File: config.mk
export PLATFORM = sky130hd
export DESIGN_NAME = decode_stage_flat
export DESIGN_NICKNAME = d
export VERILOG_FILES = /design/src/rtl/decode_stage_if.sv /design/src/rtl/decode_stage.sv /design/src/flat_wrapper.sv
export SDC_FILE = /design/constraint.sdc
export NUM_CORES = 2
export LEC_CHECK = 0
export BUFFER_PORTS_ARGS = -buffer_cell sky130_fd_sc_hd__buf_4
export CAP_MARGIN = 25
export CORE_MARGIN = 2
export CORE_UTILIZATION = 35
export CTS_CLUSTER_DIAMETER = 30
export CTS_CLUSTER_SIZE = 40
export DETAILED_ROUTE_END_ITERATION = 8
export MAX_ROUTING_LAYER = met4
export PLACE_DENSITY = 0.57
export SYNTH_ARGS = -nofsm -noshare
export SYNTH_HDL_FRONTEND = slang
export SYNTH_SLANG_ARGS = --single-unit
File: constraint.sdc
create_clock -name clk -period 79.4 [get_ports clk]
set_input_delay 3.97 -clock clk [delete_from_list [all_inputs] [get_ports clk]]
set_output_delay 3.97 -clock clk [all_outputs]
set_load 0.1 [all_outputs]
File: src/rtl/decode_stage_if.sv
// ---------------------------------------------------------------------------
// decode_stage_if
//
// Bundles every non-clock/reset signal of the MIPS decode stage:
//   fetch side      : InstrD, PCD, PCPlus4D
//   hazard unit     : flush_e (in), RsD/RtD (out)
//   writeback side  : RegWriteW, WriteRegW, ResultW
//   ID/EX outputs   : control bits, ALUControlE, RD1E/RD2E, RsE/RtE/RdE,
//                     SignImmE, PCE, PCPlus4E
//
// modport slave  : the decode stage itself
// modport master : whatever drives the stage (pipeline top or testbench)
// ---------------------------------------------------------------------------
interface decode_stage_if;
    logic [31:0] InstrD;
    logic [31:0] PCD;
    logic [31:0] PCPlus4D;
    logic        flush_e;
    logic        RegWriteW;
    logic [4:0]  WriteRegW;
    logic [31:0] ResultW;

    logic [4:0]  RsD;
    logic [4:0]  RtD;

    logic        RegWriteE;
    logic        MemtoRegE;
    logic        MemWriteE;
    logic        BranchE;
    logic        JumpE;
    logic        ALUSrcE;
    logic        RegDstE;
    logic [2:0]  ALUControlE;
    logic [31:0] RD1E;
    logic [31:0] RD2E;
    logic [4:0]  RsE;
    logic [4:0]  RtE;
    logic [4:0]  RdE;
    logic [31:0] SignImmE;
    logic [31:0] PCE;
    logic [31:0] PCPlus4E;

    modport slave (
        input  InstrD, PCD, PCPlus4D, flush_e, RegWriteW, WriteRegW, ResultW,
        output RsD, RtD,
        output RegWriteE, MemtoRegE, MemWriteE, BranchE, JumpE, ALUSrcE, RegDstE,
        output ALUControlE, RD1E, RD2E, RsE, RtE, RdE, SignImmE, PCE, PCPlus4E
    );

    modport master (
        output InstrD, PCD, PCPlus4D, flush_e, RegWriteW, WriteRegW, ResultW,
        input  RsD, RtD,
        input  RegWriteE, MemtoRegE, MemWriteE, BranchE, JumpE, ALUSrcE, RegDstE,
        input  ALUControlE, RD1E, RD2E, RsE, RtE, RdE, SignImmE, PCE, PCPlus4E
    );
endinterface

File: src/rtl/decode_stage.sv
// ---------------------------------------------------------------------------
// decode_stage
//
// Instruction-decode stage of a five-stage MIPS pipeline. Decodes the main
// control bits from the opcode/funct, reads the 32x32 register file,
// sign-extends the immediate and registers everything into ID/EX. Also
// hosts the register-file write port used by writeback.
//
// Ports:
//   clk     : pipeline clock, rising edge
//   rst     : asynchronous active-high reset (clears ID/EX and all registers)
//   dec_io  : decode_stage_if.slave carrying fetch inputs, writeback port,
//             flush_e, the combinational RsD/RtD and all registered E outputs
//
// Parameters:
//   NREG     : register-file depth (fixed at 32, 5-bit index)
//   RESET_PC : value loaded into PCE/PCPlus4E on reset or flush
//
// Build option:
//   DECODE_WB_BYPASS_EN : when defined, a writeback to Rs/Rt in the same
//                         cycle is forwarded into the read, so ID/EX picks up
//                         the new value at the edge of the write. When not
//                         defined, the pre-write value is captured.
// ---------------------------------------------------------------------------
module decode_stage #(
    parameter int unsigned NREG     = 32,
    parameter logic [31:0] RESET_PC = 32'h0
) (
    input  logic          clk,
    input  logic          rst,
    decode_stage_if.slave dec_io
);

    localparam logic [5:0] OP_RTYPE = 6'b000000;
    localparam logic [5:0] OP_LW    = 6'b100011;
    localparam logic [5:0] OP_SW    = 6'b101011;
    localparam logic [5:0] OP_BEQ   = 6'b000100;
    localparam logic [5:0] OP_ADDI  = 6'b001000;
    localparam logic [5:0] OP_J     = 6'b000010;

    localparam logic [5:0] FN_ADD   = 6'b100000;
    localparam logic [5:0] FN_SUB   = 6'b100010;
    localparam logic [5:0] FN_AND   = 6'b100100;
    localparam logic [5:0] FN_OR    = 6'b100101;
    localparam logic [5:0] FN_SLT   = 6'b101010;

    localparam logic [2:0] ALU_AND  = 3'b000;
    localparam logic [2:0] ALU_OR   = 3'b001;
    localparam logic [2:0] ALU_ADD  = 3'b010;
    localparam logic [2:0] ALU_SUB  = 3'b110;
    localparam logic [2:0] ALU_SLT  = 3'b111;

    function automatic logic signed [31:0] sign_extend16(input logic signed [15:0] imm);
        return 32'(imm);
    endfunction

    // Instruction fields
    logic [5:0] opcode;
    logic [5:0] funct;
    logic [4:0] rs;
    logic [4:0] rt;
    logic [4:0] rd;
    logic       unused_shamt;

    assign opcode       = dec_io.InstrD[31:26];
    assign rs           = dec_io.InstrD[25:21];
    assign rt           = dec_io.InstrD[20:16];
    assign rd           = dec_io.InstrD[15:11];
    assign funct        = dec_io.InstrD[5:0];
    assign unused_shamt = ^dec_io.InstrD[10:6];

    assign dec_io.RsD = rs;
    assign dec_io.RtD = rt;

    // Main decoder
    logic       reg_write_dec;
    logic       memto_reg_dec;
    logic       mem_write_dec;
    logic       branch_dec;
    logic       jump_dec;
    logic       alu_src_dec;
    logic       reg_dst_dec;
    logic [2:0] alu_ctrl_dec;

    always_comb begin
        reg_write_dec = 1'b0;
        memto_reg_dec = 1'b0;
        mem_write_dec = 1'b0;
        branch_dec    = 1'b0;
        jump_dec      = 1'b0;
        alu_src_dec   = 1'b0;
        reg_dst_dec   = 1'b0;
        alu_ctrl_dec  = 3'b000;
        unique case (opcode)
            OP_RTYPE: begin
                // An unsupported funct leaves every control at 0, including
                // RegWrite/RegDst, so it behaves as a bubble downstream.
                unique case (funct)
                    FN_ADD: begin reg_write_dec = 1'b1; reg_dst_dec = 1'b1; alu_ctrl_dec = ALU_ADD; end
                    FN_SUB: begin reg_write_dec = 1'b1; reg_dst_dec = 1'b1; alu_ctrl_dec = ALU_SUB; end
                    FN_AND: begin reg_write_dec = 1'b1; reg_dst_dec = 1'b1; alu_ctrl_dec = ALU_AND; end
                    FN_OR:  begin reg_write_dec = 1'b1; reg_dst_dec = 1'b1; alu_ctrl_dec = ALU_OR;  end
                    FN_SLT: begin reg_write_dec = 1'b1; reg_dst_dec = 1'b1; alu_ctrl_dec = ALU_SLT; end
                    default: ;
                endcase
            end
            OP_LW: begin
                reg_write_dec = 1'b1;
                memto_reg_dec = 1'b1;
                alu_src_dec   = 1'b1;
                alu_ctrl_dec  = ALU_ADD;
            end
            OP_SW: begin
                mem_write_dec = 1'b1;
                alu_src_dec   = 1'b1;
                alu_ctrl_dec  = ALU_ADD;
            end
            OP_BEQ: begin
                branch_dec   = 1'b1;
                alu_ctrl_dec = ALU_SUB;
            end
            OP_ADDI: begin
                reg_write_dec = 1'b1;
                alu_src_dec   = 1'b1;
                alu_ctrl_dec  = ALU_ADD;
            end
            OP_J: begin
                jump_dec = 1'b1;
            end
            default: ;
        endcase
    end

    // Register file: combinational read, write on rising edge, r0 hardwired
    logic [31:0] rf_q [NREG];
    logic [31:0] rf_d [NREG];
    logic        wb_we;
    logic [31:0] rd1;
    logic [31:0] rd2;

    assign wb_we = dec_io.RegWriteW && (dec_io.WriteRegW != 5'd0);

    always_comb begin
        rf_d = rf_q;
        if (wb_we) begin
            rf_d[dec_io.WriteRegW] = dec_io.ResultW;
        end
    end

    always_ff @(posedge clk or posedge rst) begin
        if (rst) begin
            for (int i = 0; i < NREG; i++) begin
                rf_q[i] <= 32'h0;
            end
        end else begin
            rf_q <= rf_d;
        end
    end

    always_comb begin
        rd1 = (rs == 5'd0) ? 32'h0 : rf_q[rs];
        rd2 = (rt == 5'd0) ? 32'h0 : rf_q[rt];
`ifdef DECODE_WB_BYPASS_EN
        // wb_we already excludes index 0, so r0 still reads as zero.
        if (wb_we && (dec_io.WriteRegW == rs)) rd1 = dec_io.ResultW;
        if (wb_we && (dec_io.WriteRegW == rt)) rd2 = dec_io.ResultW;
`endif
    end

    // ID/EX next-state: decoded values, or a bubble when flushed
    logic        reg_write_d, memto_reg_d, mem_write_d, branch_d;
    logic        jump_d, alu_src_d, reg_dst_d;
    logic [2:0]  alu_ctrl_d;
    logic [31:0] rd1_d, rd2_d, sign_imm_d, pc_d, pc_plus4_d;
    logic [4:0]  rs_d, rt_d, rd_d;

    always_comb begin
        reg_write_d = reg_write_dec;
        memto_reg_d = memto_reg_dec;
        mem_write_d = mem_write_dec;
        branch_d    = branch_dec;
        jump_d      = jump_dec;
        alu_src_d   = alu_src_dec;
        reg_dst_d   = reg_dst_dec;
        alu_ctrl_d  = alu_ctrl_dec;
        rd1_d       = rd1;
        rd2_d       = rd2;
        rs_d        = rs;
        rt_d        = rt;
        rd_d        = rd;
        sign_imm_d  = sign_extend16(dec_io.InstrD[15:0]);
        pc_d        = dec_io.PCD;
        pc_plus4_d  = dec_io.PCPlus4D;
        if (dec_io.flush_e) begin
            reg_write_d = 1'b0;
            memto_reg_d = 1'b0;
            mem_write_d = 1'b0;
            branch_d    = 1'b0;
            jump_d      = 1'b0;
            alu_src_d   = 1'b0;
            reg_dst_d   = 1'b0;
            alu_ctrl_d  = 3'b000;
            rd1_d       = 32'h0;
            rd2_d       = 32'h0;
            rs_d        = 5'd0;
            rt_d        = 5'd0;
            rd_d        = 5'd0;
            sign_imm_d  = 32'h0;
            pc_d        = RESET_PC;
            pc_plus4_d  = RESET_PC;
        end
    end

    // ---- ID/EX pipeline register boundary ----
    logic        reg_write_q, memto_reg_q, mem_write_q, branch_q;
    logic        jump_q, alu_src_q, reg_dst_q;
    logic [2:0]  alu_ctrl_q;
    logic [31:0] rd1_q, rd2_q, sign_imm_q, pc_q, pc_plus4_q;
    logic [4:0]  rs_q, rt_q, rd_q;

    always_ff @(posedge clk or posedge rst) begin
        if (rst) begin
            reg_write_q <= 1'b0;
            memto_reg_q <= 1'b0;
            mem_write_q <= 1'b0;
            branch_q    <= 1'b0;
            jump_q      <= 1'b0;
            alu_src_q   <= 1'b0;
            reg_dst_q   <= 1'b0;
            alu_ctrl_q  <= 3'b000;
            rd1_q       <= 32'h0;
            rd2_q       <= 32'h0;
            rs_q        <= 5'd0;
            rt_q        <= 5'd0;
            rd_q        <= 5'd0;
            sign_imm_q  <= 32'h0;
            pc_q        <= RESET_PC;
            pc_plus4_q  <= RESET_PC;
        end else begin
            reg_write_q <= reg_write_d;
            memto_reg_q <= memto_reg_d;
            mem_write_q <= mem_write_d;
            branch_q    <= branch_d;
            jump_q      <= jump_d;
            alu_src_q   <= alu_src_d;
            reg_dst_q   <= reg_dst_d;
            alu_ctrl_q  <= alu_ctrl_d;
            rd1_q       <= rd1_d;
            rd2_q       <= rd2_d;
            rs_q        <= rs_d;
            rt_q        <= rt_d;
            rd_q        <= rd_d;
            sign_imm_q  <= sign_imm_d;
            pc_q        <= pc_d;
            pc_plus4_q  <= pc_plus4_d;
        end
    end

    assign dec_io.RegWriteE   = reg_write_q;
    assign dec_io.MemtoRegE   = memto_reg_q;
    assign dec_io.MemWriteE   = mem_write_q;
    assign dec_io.BranchE     = branch_q;
    assign dec_io.JumpE       = jump_q;
    assign dec_io.ALUSrcE     = alu_src_q;
    assign dec_io.RegDstE     = reg_dst_q;
    assign dec_io.ALUControlE = alu_ctrl_q;
    assign dec_io.RD1E        = rd1_q;
    assign dec_io.RD2E        = rd2_q;
    assign dec_io.RsE         = rs_q;
    assign dec_io.RtE         = rt_q;
    assign dec_io.RdE         = rd_q;
    assign dec_io.SignImmE    = sign_imm_q;
    assign dec_io.PCE         = pc_q;
    assign dec_io.PCPlus4E    = pc_plus4_q;

endmodule

File: src/flat_wrapper.sv
// flat-port wrapper written by rule: the top's interface ports become plain ports
module decode_stage_flat 
#(
    parameter int unsigned NREG     = 32,
    parameter logic [31:0] RESET_PC = 32'h0
)
  (clk, rst, dec_io_InstrD, dec_io_PCD, dec_io_PCPlus4D, dec_io_flush_e, dec_io_RegWriteW, dec_io_WriteRegW, dec_io_ResultW, dec_io_RsD, dec_io_RtD, dec_io_RegWriteE, dec_io_MemtoRegE, dec_io_MemWriteE, dec_io_BranchE, dec_io_JumpE, dec_io_ALUSrcE, dec_io_RegDstE, dec_io_ALUControlE, dec_io_RD1E, dec_io_RD2E, dec_io_RsE, dec_io_RtE, dec_io_RdE, dec_io_SignImmE, dec_io_PCE, dec_io_PCPlus4E);
  decode_stage_if dec_io_i ();
  input  logic clk;
  input  logic rst;
  input wire logic [$bits(dec_io_i.InstrD)-1:0] dec_io_InstrD;
  input wire logic [$bits(dec_io_i.PCD)-1:0] dec_io_PCD;
  input wire logic [$bits(dec_io_i.PCPlus4D)-1:0] dec_io_PCPlus4D;
  input wire logic [$bits(dec_io_i.flush_e)-1:0] dec_io_flush_e;
  input wire logic [$bits(dec_io_i.RegWriteW)-1:0] dec_io_RegWriteW;
  input wire logic [$bits(dec_io_i.WriteRegW)-1:0] dec_io_WriteRegW;
  input wire logic [$bits(dec_io_i.ResultW)-1:0] dec_io_ResultW;
  output wire logic [$bits(dec_io_i.RsD)-1:0] dec_io_RsD;
  output wire logic [$bits(dec_io_i.RtD)-1:0] dec_io_RtD;
  output wire logic [$bits(dec_io_i.RegWriteE)-1:0] dec_io_RegWriteE;
  output wire logic [$bits(dec_io_i.MemtoRegE)-1:0] dec_io_MemtoRegE;
  output wire logic [$bits(dec_io_i.MemWriteE)-1:0] dec_io_MemWriteE;
  output wire logic [$bits(dec_io_i.BranchE)-1:0] dec_io_BranchE;
  output wire logic [$bits(dec_io_i.JumpE)-1:0] dec_io_JumpE;
  output wire logic [$bits(dec_io_i.ALUSrcE)-1:0] dec_io_ALUSrcE;
  output wire logic [$bits(dec_io_i.RegDstE)-1:0] dec_io_RegDstE;
  output wire logic [$bits(dec_io_i.ALUControlE)-1:0] dec_io_ALUControlE;
  output wire logic [$bits(dec_io_i.RD1E)-1:0] dec_io_RD1E;
  output wire logic [$bits(dec_io_i.RD2E)-1:0] dec_io_RD2E;
  output wire logic [$bits(dec_io_i.RsE)-1:0] dec_io_RsE;
  output wire logic [$bits(dec_io_i.RtE)-1:0] dec_io_RtE;
  output wire logic [$bits(dec_io_i.RdE)-1:0] dec_io_RdE;
  output wire logic [$bits(dec_io_i.SignImmE)-1:0] dec_io_SignImmE;
  output wire logic [$bits(dec_io_i.PCE)-1:0] dec_io_PCE;
  output wire logic [$bits(dec_io_i.PCPlus4E)-1:0] dec_io_PCPlus4E;
  assign dec_io_i.InstrD = dec_io_InstrD;
  assign dec_io_i.PCD = dec_io_PCD;
  assign dec_io_i.PCPlus4D = dec_io_PCPlus4D;
  assign dec_io_i.flush_e = dec_io_flush_e;
  assign dec_io_i.RegWriteW = dec_io_RegWriteW;
  assign dec_io_i.WriteRegW = dec_io_WriteRegW;
  assign dec_io_i.ResultW = dec_io_ResultW;
  assign dec_io_RsD = dec_io_i.RsD;
  assign dec_io_RtD = dec_io_i.RtD;
  assign dec_io_RegWriteE = dec_io_i.RegWriteE;
  assign dec_io_MemtoRegE = dec_io_i.MemtoRegE;
  assign dec_io_MemWriteE = dec_io_i.MemWriteE;
  assign dec_io_BranchE = dec_io_i.BranchE;
  assign dec_io_JumpE = dec_io_i.JumpE;
  assign dec_io_ALUSrcE = dec_io_i.ALUSrcE;
  assign dec_io_RegDstE = dec_io_i.RegDstE;
  assign dec_io_ALUControlE = dec_io_i.ALUControlE;
  assign dec_io_RD1E = dec_io_i.RD1E;
  assign dec_io_RD2E = dec_io_i.RD2E;
  assign dec_io_RsE = dec_io_i.RsE;
  assign dec_io_RtE = dec_io_i.RtE;
  assign dec_io_RdE = dec_io_i.RdE;
  assign dec_io_SignImmE = dec_io_i.SignImmE;
  assign dec_io_PCE = dec_io_i.PCE;
  assign dec_io_PCPlus4E = dec_io_i.PCPlus4E;
  decode_stage #(.NREG(NREG), .RESET_PC(RESET_PC)) u_core (.clk(clk), .rst(rst), .dec_io(dec_io_i));
endmodule
==> results.toml <==
[die]
die-area_um2 = 175600
die_w_um = 419.1
num_rows = 152
initial_utilization_pct = 35.19
io_pins = 332
die_y_um = 419.1
core_um2 = 171400

[worst_setup_path]
cp_slowest_cell = "buf_4"
crit_end = "dec_io_RsD[4]"
reg2reg_setup_slack_ns = 77.47
r2r_start = "u_core.rf_q[3]"
crit_top_cell = "buf_4"
cp-startpoint = "dec_io_InstrD[25]"
crit_chain = "buf_4 -> buf_4"
r2r_end = "u_core.dec_io.RD1E[3]"
worst-path-buf-inv = 2
cp_top_family = "buffers and inverters"
critPathMaxFanout = 38
r2r_cells = 4
start_kind = "primary input"
critPathCaptureType = "output pin"
cp.depth = 2
required_ns = 75.43
crit_type = "primary input to output pin"
cp.arrival_ns = 4.93
cpPeakStageDelay_ns = 0.54

[layout]
fin_util_pct = 43.76
finalNetCount = 4584
ff_latch_area_um2 = 29730
fillers = 15280
design_area_um2 = 74980
syn_to_final_growth_pct = 24.34
drive_above_1_share_pct = 50.36
multi_input_area_um2 = 28130
fin_cells = 6992

[timing]
min_period_ns = 8.900
setup_violations = 0
tightest_slew_ns = 1.074
hold_viol_final = 0
fmax_ghz = 0.1124
rsz0062_at_grt = "no"
fin_crit_sh_pct = 11.21
skew_ns = 0.07784
fin_ws_ns = 70.50
maxSlewViolCount = 0
hold_ws_ns = 0.3916
finalSetupTns_ns = 0
slew_headroom_pct = 28.26

[power]
power.density_nw_per_um2 = 32.63
total_power_mw = 2.447
leakagePower_nw = 33.42
ir_worst_vdd_mv = 0.01576

[clocking]
cts-resized-gates = 0
cts_sinks = 1188
tritoncts = "built"
clk_pin_slew_ns = 0.05
numCtsBuffers = 316
cts_post_setup_buffers_inserted = 0
htreeDepth = 5
root_buffer = "clkbuf_16"
clk_latency_ns = 0.92
cts_hold_buf = 0
ctsLongestPathBuffers = 4

[drt]
routed_wl_um = 199400
vias = 39411
drt.antenna.violating_nets = 0
first_pass_iters = 5
wl_per_cell_um = 28.52
post-route-drc-count = 0
via_per_inst = 5.637
drt_iter0_drc = 2518

[hold_path]
min_path_type = "flip-flop to flip-flop"

[run]
cap_violations = 0

[synthesis]
syn-cell-area_um2 = 60300
synthArstFlopShare_pct = 100.0
synth_cell_types = 44
synth.avg_cell_area_um2 = 14.41
ys_seq_elements = 1188
synth_nets = 4322
synthSimpleGateAreaFrac_pct = 2.687
synthAdderAreaFrac_pct = 0
synth_edf_count = 0
syn-instance-count = 4185
synth_flop_cell = "dfrtp_1"
yosysWarnings = 0
ys_seq_area_share_pct = 49.30
yosys.area_share.xor_xnor_pct = 0
synth_compound_area_share_pct = 5.559
synth_top_family_by_area = "multiplexers"
synth_mux_area_share_pct = 38.09

[global_routing]
antenna_found_initial = 10
grt_pass1_vias = 41752
gr-total-overflow = 0
grt_max_degree = 162
groute.usage.overall_pct = 23.35
grt_pass1_wl_um = 291900

[place]
dp.cells = 6437
place_area_um2 = 64010
globalplace.congestion = 0.8101
port_buffers = 331
hpwl_um = 107100
place_ws_ns = 70.14

[status]
outcome = "complete, no violations"
## flip-flops by register name (all words and copies together) (netlist names), 5 cells and up
| name | count |
|---|---|
| u_core.dec_io.PCE | 32 |
| u_core.dec_io.PCPlus4E | 32 |
| u_core.dec_io.RD1E | 32 |
| u_core.dec_io.RD2E | 32 |
| u_core.dec_io.RsE | 5 |
| u_core.dec_io.RtE | 5 |
| u_core.dec_io.SignImmE | 16 |
| u_core.rf_q | 1024 |
## cells in the final DEF (no fill, tap or decap), types with 5 or more instances in the layout
| cell type | count |
|---|---|
| inv_6 | 6 |
| dfrtp_1 | 1188 |
| nand2_1 | 67 |
| mux4_2 | 322 |
| mux2_2 | 1047 |
| clkinv_2 | 47 |
| nor2b_1 | 86 |
| a21oi_1 | 64 |
| mux2_1 | 9 |
| o22ai_1 | 64 |
| a2bb2oi_1 | 62 |
| nor2_4 | 20 |
| nand3b_1 | 5 |
| a211oi_1 | 187 |
| clkbuf_8 | 54 |
| bufinv_16 | 46 |
| nor2_1 | 13 |
| diode_2 | 6 |
| nand2_2 | 13 |
| clkinvlp_4 | 24 |
| o221ai_1 | 62 |
| clkbuf_1 | 37 |
| nor3_1 | 8 |
| clkbuf_16 | 321 |
| mux2i_1 | 382 |
| clkinv_4 | 8 |
| buf_4 | 413 |
| and2_1 | 62 |
## cell families (layout without fill, tap and decap cells)
group                  after synthesis  count (layout)
muxes                             1760            1760
other                                0               6
DFF                               1188            1188
buffers and inverters              485             976
and+or+nand+nor                    297             297
AOI/OAI and AO/OA                  455             455
## how the worst min path moves through the flow
stage / cells after the start / start / to
finish: 0 / u_core.rf_q[1007] / u_core.rf_q[1007]
global route: 0 / u_core.rf_q[997] / u_core.rf_q[997]
CTS: 0 / u_core.rf_q[992] / u_core.rf_q[992]
detailed placement: 0 / u_core.rf_q[1005] / u_core.rf_q[1005]
global placement: 0 / u_core.rf_q[1005] / u_core.rf_q[1005]
floorplan: 1 / u_core.rf_q[1000] / u_core.rf_q[1000]
## layer usage
metal | vias up | part of all wire, % | track usage [%]
met3 | 468 | 4.7 | 4.267
met2 | 1234 | 51 | 38.60
li1 | 16463 | - | -
met1 | 21246 | 40 | 27.86
met5 | - | 0 | -
met4 | 0 | 4.2 | 10.29
## power breakdown
part           leakage (nW)  internal [mW]  total (mW)  switching, mW
Combinational          12.8          0.182       0.352          0.171
Clock                  5.31          0.928        1.31          0.378
Sequential             15.3          0.712       0.789         0.0764
## area by class of cell
class | count | share of cell area, %
diodes | 6 | 0.02003
clock buffers | 412 | 11.89
clock inverters | 135 | 2.647
inverters | 7 | 0.05173
multi-input cells | 2512 | 37.52
flip-flops and latches | 1188 | 39.65
well taps | 2310 | 3.855
repair buffers | 422 | 4.369
## synthesized netlist by cell type (2+ instances only)
library cell / instances / area [µm²]
a211oi_1: 187 / 1404
a21o_1: 3 / 22.52
a21oi_1: 64 / 320.3
a221oi_2: 3 / 45.04
a2bb2oi_1: 62 / 543.0
and2_1: 62 / 387.9
and4b_1: 2 / 20.02
buf_1: 19 / 71.32
buf_2: 103 / 515.5
buf_4: 88 / 660.6
buf_6: 38 / 427.9
buf_8: 6 / 90.09
clkbuf_1: 224 / 840.8
dfrtp_1: 1188 / 29730
inv_1: 7 / 26.28
mux2_1: 9 / 101.4
mux2_2: 1047 / 11790
mux2i_1: 382 / 3824
mux4_2: 322 / 7252
nand2_1: 82 / 307.8
nand3_1: 3 / 15.01
nand3b_1: 5 / 37.54
nor2_1: 29 / 108.9
nor2_4: 4 / 45.04
nor2b_1: 88 / 550.5
nor3_1: 8 / 40.04
nor3b_1: 4 / 30.03
o21a_1: 2 / 15.01
o21ai_0: 3 / 15.01
o221ai_1: 62 / 543.0
o22ai_1: 64 / 400.4
or2_2: 2 / 12.51
or3b_1: 2 / 17.52
Note: power is estimated with default switching activity, not from simulation.
